$ cat config.mk
export PLATFORM = sky130hd
export DESIGN_NAME = feature_extractor
export DESIGN_NICKNAME = d
export VERILOG_FILES = /design/src/rtl/feature_pkg.sv /design/src/rtl/row_stats.sv /design/src/rtl/feature_extractor.sv
export SDC_FILE = /design/constraint.sdc
export NUM_CORES = 1
export LEC_CHECK = 0
export BUFFER_PORTS_ARGS = -buffer_cell sky130_fd_sc_hd__buf_4
export CAP_MARGIN = 10
export CORE_MARGIN = 2
export CORE_UTILIZATION = 53
export DETAILED_ROUTE_END_ITERATION = 12
export HOLD_SLACK_MARGIN = 0.1
export MAX_ROUTING_LAYER = met4
export PLACE_DENSITY = 0.87
export SYNTH_ARGS = -nofsm -noshare
export SYNTH_HDL_FRONTEND = slang
export SYNTH_SLANG_ARGS = --single-unit
$ cat constraint.sdc
create_clock -name clk -period 4.2 [get_ports clk]
set_input_delay 1.05 -clock clk [delete_from_list [all_inputs] [get_ports clk]]
set_output_delay 1.05 -clock clk [all_outputs]
set_load 0.02 [all_outputs]
$ cat src/rtl/feature_pkg.sv
// ============================================================================
// feature_pkg : shared widths, saturation limits and FSM state type
// Rev 1.0
// ============================================================================
`default_nettype none

package feature_pkg;

  localparam int EDGE_W  = 3;
  localparam int CURVE_W = 4;

  localparam logic [EDGE_W-1:0]  EDGE_MAX  = 3'd7;
  localparam logic [CURVE_W-1:0] CURVE_MAX = 4'd15;

  typedef enum logic [1:0] {
    IDLE  = 2'd0,
    ACCUM = 2'd1,
    HOLD  = 2'd2
  } state_e;

endpackage

`default_nettype wire

$ cat src/rtl/row_stats.sv
// ============================================================================
// row_stats : combinational per-row statistics (run count, empty, top bit)
// Rev 1.0
// ============================================================================
`default_nettype none

module row_stats
  import feature_pkg::*;
#(
  parameter int COLS   = 8,
  parameter int RUNS_W = $clog2(COLS/2+1),
  parameter int TOP_W  = $clog2(COLS)
) (
  input  logic [COLS-1:0]   row_data,
  output logic [RUNS_W-1:0] runs,
  output logic              empty,
  output logic [TOP_W-1:0]  top
);

  // A run starts wherever an ink pixel has no ink to its left (column 0 sees 0).
  logic [COLS-1:0] starts;
  assign starts = row_data & ~{row_data[COLS-2:0], 1'b0};
  assign empty  = (row_data == '0);

  always_comb begin
    runs = '0;
    top  = '0;
    for (int i = 0; i < COLS; i++) begin
      if (starts[i]) begin
        runs = runs + RUNS_W'(1);
      end
      if (row_data[i]) begin
        top = TOP_W'(i);
      end
    end
  end

endmodule

`default_nettype wire

$ cat src/rtl/feature_extractor.sv
// ============================================================================
// feature_extractor : per-frame edge/curve counter feeding the perceptron
// Optional macro FEATURE_OVF_FLAG_EN adds the feat_ovf saturation flag.
// Rev 1.0
// ============================================================================
`default_nettype none

module feature_extractor
  import feature_pkg::*;
#(
  parameter int COLS = 8,
  parameter int ROWS = 8
) (
  input  logic               clk,
  input  logic               rst_n,
  input  logic [COLS-1:0]    row_data,
  input  logic               row_valid,
  output logic               row_ready,
  output logic [EDGE_W-1:0]  edges,
  output logic [CURVE_W-1:0] curves,
  output logic               feat_valid,
`ifdef FEATURE_OVF_FLAG_EN
  output logic               feat_ovf,
`endif
  input  logic               feat_ready
);

  localparam int RUNS_W = $clog2(COLS/2+1);
  localparam int TOP_W  = $clog2(COLS);
  localparam int CNT_W  = $clog2(ROWS);

  logic [RUNS_W-1:0] runs;
  logic              empty;
  logic [TOP_W-1:0]  top;

  row_stats #(.COLS(COLS)) u_row_stats (
    .row_data (row_data),
    .runs     (runs),
    .empty    (empty),
    .top      (top)
  );

  state_e             state_q,      state_d;
  logic [CNT_W-1:0]   cnt_q,        cnt_d;
  logic [EDGE_W-1:0]  edges_q,      edges_d;
  logic [CURVE_W-1:0] curves_q,     curves_d;
  logic [RUNS_W-1:0]  prev_runs_q,  prev_runs_d;
  logic [TOP_W-1:0]   prev_top_q,   prev_top_d;
  logic               prev_empty_q, prev_empty_d;
  logic               feat_valid_q, feat_valid_d;
  logic               row_ready_q,  row_ready_d;
  logic               ovf_q,        ovf_d;

  logic               accept;
  logic               edge_ev;
  logic               curve_ev;
  logic [TOP_W-1:0]   top_diff;

  assign accept   = row_valid & row_ready_q;
  assign top_diff = (top > prev_top_q) ? (top - prev_top_q) : (prev_top_q - top);
  assign edge_ev  = (runs != prev_runs_q);
  assign curve_ev = !empty && !prev_empty_q && (top_diff == TOP_W'(1));

  always_comb begin
    state_d      = state_q;
    cnt_d        = cnt_q;
    edges_d      = edges_q;
    curves_d     = curves_q;
    prev_runs_d  = prev_runs_q;
    prev_top_d   = prev_top_q;
    prev_empty_d = prev_empty_q;
    feat_valid_d = feat_valid_q;
    row_ready_d  = row_ready_q;
    ovf_d        = ovf_q;

    case (state_q)
      IDLE, ACCUM: begin
        row_ready_d = 1'b1;
        if (accept) begin
          if (edge_ev) begin
            if (edges_q != EDGE_MAX) edges_d = edges_q + EDGE_W'(1);
            else                     ovf_d   = 1'b1;
          end
          if (curve_ev) begin
            if (curves_q != CURVE_MAX) curves_d = curves_q + CURVE_W'(1);
            else                       ovf_d    = 1'b1;
          end
          prev_runs_d  = runs;
          prev_top_d   = top;
          prev_empty_d = empty;
          if (cnt_q == CNT_W'(ROWS-1)) begin
            state_d      = HOLD;
            cnt_d        = '0;
            feat_valid_d = 1'b1;
            row_ready_d  = 1'b0;
          end else begin
            state_d = ACCUM;
            cnt_d   = cnt_q + CNT_W'(1);
          end
        end
      end
      HOLD: begin
        row_ready_d = 1'b0;
        if (feat_ready) begin
          // Handshake: start the next frame from the same state as after reset.
          state_d      = IDLE;
          cnt_d        = '0;
          edges_d      = '0;
          curves_d     = '0;
          prev_runs_d  = '0;
          prev_top_d   = '0;
          prev_empty_d = 1'b1;
          feat_valid_d = 1'b0;
          row_ready_d  = 1'b1;
          ovf_d        = 1'b0;
        end
      end
      default: begin
        state_d     = IDLE;
        row_ready_d = 1'b0;
      end
    endcase
  end

  always_ff @(posedge clk) begin
    if (!rst_n) begin
      state_q      <= IDLE;
      cnt_q        <= '0;
      edges_q      <= '0;
      curves_q     <= '0;
      prev_runs_q  <= '0;
      prev_top_q   <= '0;
      prev_empty_q <= 1'b1;
      feat_valid_q <= 1'b0;
      row_ready_q  <= 1'b0;
      ovf_q        <= 1'b0;
    end else begin
      state_q      <= state_d;
      cnt_q        <= cnt_d;
      edges_q      <= edges_d;
      curves_q     <= curves_d;
      prev_runs_q  <= prev_runs_d;
      prev_top_q   <= prev_top_d;
      prev_empty_q <= prev_empty_d;
      feat_valid_q <= feat_valid_d;
      row_ready_q  <= row_ready_d;
      ovf_q        <= ovf_d;
    end
  end

  assign row_ready  = row_ready_q;
  assign edges      = edges_q;
  assign curves     = curves_q;
  assign feat_valid = feat_valid_q;

`ifdef FEATURE_OVF_FLAG_EN
  assign feat_ovf = ovf_q;
`else
  logic unused_ovf;
  assign unused_ovf = ovf_q;
`endif

endmodule

`default_nettype wire

==> impl_metrics.tcl <==
set metrics [dict create \
    finalSetupViolations 0 \
    timing_hold_violations_final 0 \
    io_pins 21 \
    tritoncts "built" \
    synth_top_family_by_area "compound AO/OA/AOI/OAI gates" \
    globalplace.congestion 0.814 \
    synthToLayoutAreaGrowth_pct 16.7 \
    cts_buffer_depth 2 \
    layout_common_cells "38 x buf_4, 21 x dfxtp_1, 16 x inv_1" \
    vias 1602 \
    tightest_slew_ns 0.428 \
    final_common_cell "buf_4" \
    firstDrtPassIters 4 \
    grt_pass1_wl_mm 6.75 \
    cts_buffers 3 \
    path_clk_slew_ns 0.12 \
    ys_warn_count 0 \
    drive_gt1_share_pct 25.5 \
    crit_required_ns 4.41 \
    end_kind "register" \
    ctsRootBufferMaster "clkbuf_4" \
    die_w_um 62.5 \
    crit_slowest_cell "ha_1" \
    hpwl_mm 2.98 \
    synth.net_count 240 \
    die_h_um 62.5 \
    drt_iter0_drc 66 \
    skew_ns 0.00408 \
    ys_ff_latch 21 \
    synthFlopType "dfxtp_1" \
    portBuffers 20 \
    viasPerCell 5.54 \
    grt-ovfl-total 0 \
    yosysSeqAreaShare_pct 23.2 \
    power_uw 509 \
    dp_slack_ns -0.104 \
    die_area_mm2 0.00391 \
    synth-edff-count 0 \
    relSlewSlack_pct 71.4 \
    crit_arrival_ns 4.18 \
    synthAdderAreaFrac_pct 12.5 \
    power_density_mw_per_mm2 240 \
    async_reset_ff_share_pct 0 \
    diodes 0 \
    crit_chain "buf_4 > nor2b_1 > nor2_1 > o21ai_0 > ha_1 > and2b_2 > a31oi_1 > a21oi_2 > xnor2_1 > a21oi_1 > ha_1 > a21oi_2 > a21oi_1 > xnor2_1 > mux2i_1 > nor3_1 > a22o_1 > mux2_4" \
    drc_errors 0 \
    grt_max_degree 21 \
    postCtsSetupBuffers 0 \
    postSynthAreaPerCell_um2 8.60 \
    synthCells 211 \
    synth.distinct_cells 60 \
    final.period_utilization_pct 94.7 \
    fillCellCount 298 \
    nNetsFinal 273 \
    grt_usage_pct 21.2 \
    clock-sinks 21 \
    leakagePower_nw 0.922 \
    period_needed_ns 3.98 \
    ctsResizeCount 0 \
    rows 21 \
    drt_wl_total_mm 3.75 \
    synth_xor_area_share_pct 7.03 \
    max_freq_ghz 0.251 \
    cap_violations 0 \
    postRouteAntennaNets 0 \
    start_kind "input pin" \
    synth_compound_area_share_pct 23.6 \
    peakVddDrop_uv 200 \
    hold_buffers 0 \
    worstSkewPairLatency_ns 0.30 \
    slew_viol_final 0 \
    synthSimpleGateAreaFrac_pct 21.5 \
    rsz0062_at_grt "no" \
    muxShareOfSynthArea_pct 4.34 \
    critical_path_class "in -> reg" \
    antenna_found_initial 0 \
    core-area_mm2 0.00331 \
    worst-path-max-fanout 5 \
    grt_pass1_vias 1624 \
    htree_levels 1 \
    layout_setup_ws_ns 0.224 \
    post_drt_wl_per_cell_um 13.0 \
    initial_utilization_pct 54.8 \
    hp-class "reg -> reg" \
    synth_area_mm2 0.00182 \
    worst_path_largest_cell_delay_ns 0.30 \
    outcome "complete, no violations" \
]
## area by class of cell
cell class | instances | area [µm²] | share of cell area (%)
clock buffers | 3 | 22.5 | 1.06
clock inverters | 1 | 5.00 | 0.236
inverters | 16 | 60.1 | 2.84
multi-input cells | 164 | 1270 | 59.8
flip-flops and latches | 21 | 420 | 19.8
well taps | 46 | 57.6 | 2.72
repair buffers | 38 | 285 | 13.5
## cells by family (layout without fill, tap and decap cells)
family          Yosys count  count (layout)
fa+ha+maj                17              17
buf+inv                  26              58
flops                    21              21
compound gates           58              58
simple gates             69              69
xor+xnor                 13              13
mux                       7               7
## synth_stat cells, types with 2 or more instances
cell | count | share of area [%]
buf_2 | 2 | 0.55
inv_1 | 16 | 3.3
mux2_2 | 3 | 1.9
o31ai_1 | 2 | 0.83
nor4_1 | 2 | 0.69
dfxtp_1 | 21 | 23
a21boi_0 | 2 | 0.83
a22oi_1 | 7 | 2.9
mux2i_1 | 3 | 1.7
ha_1 | 15 | 10
a31oi_1 | 2 | 0.69
nand3b_1 | 4 | 1.7
and3_1 | 3 | 1.0
a32oi_1 | 3 | 1.4
buf_6 | 3 | 1.9
nor2_1 | 12 | 2.5
xnor2_1 | 11 | 5.3
a21oi_1 | 11 | 3.0
nand2_1 | 15 | 3.1
a22o_1 | 3 | 1.4
o21ai_0 | 9 | 2.5
or3_1 | 3 | 1.0
clkbuf_1 | 3 | 0.62
and2b_2 | 2 | 0.97
nor2b_1 | 11 | 3.8
o221a_2 | 2 | 1.2
o21ai_1 | 2 | 0.55
clkbuf_8 | 2 | 1.5
and2_1 | 2 | 0.69
fa_1 | 2 | 2.2
or4_1 | 2 | 0.83
nand2b_1 | 3 | 1.0
## sequential cells by signal (all words and copies together), names as in the netlist
register	count
prev_runs_q	3
prev_empty_q	1
prev_top_q	3
feat_valid	1
edges	3
cnt_q	3
row_ready	1
curves	4
state_q	2
## power breakdown
group / switching, mW / total [mW] / internal, mW
Sequential: 0.00736 / 0.215 / 0.208
Clock: 0.0626 / 0.0981 / 0.0355
Combinational: 0.0979 / 0.196 / 0.0981
## through the flow
| step | hold slack [ns] | utilization (%) | area (µm²) | cells | TNS (ns) |
|---|---|---|---|---|---|
| floorplan | 0.455 | - | 1830 | 211 | 0 |
| detailed placement | 0.462 | 63.2 | 2090 | 285 | -0.153 |
| finish | 0.485 | 64.0 | 2120 | 289 | 0 |
| CTS | 0.490 | 64.0 | 2120 | 289 | 0 |
| global placement | 0.456 | 63.2 | 2090 | 285 | 0 |
| global route | 0.509 | 64.0 | 2120 | 289 | 0 |
## worst paths after layout
check                              startpoint         to  slack (ns)  depth (start not counted)
worst min-delay path                curves[3]  curves[3]        0.49                          2
worst max-delay path              row_data[3]   edges[0]        0.22                         18
worst max register to register  prev_top_q[1]  curves[3]        1.55                          9
worst min register to register      curves[3]  curves[3]        0.49                          2
## metal layers
layer | global-route usage, % | vias to the layer above | wire length, µm
li1 | - | 819 | -
met1 | 23.3 | 763 | 1630
met2 | 39.9 | 16 | 2020
met3 | 1.62 | 4 | 72
met4 | 7.50 | 0 | 34
met5 | - | - | 0
## worst max-delay path, delay by kind of cell
kind	cells	cell delay, ns
buffers and inverters	1	0.13
and+or+nand+nor	4	0.59
xor gates and xnor gates	2	0.27
AOI/OAI and AO/OA	7	1.11
adders and majority gates	2	0.59
muxes	2	0.44
Power figures use the tool's default switching activity.
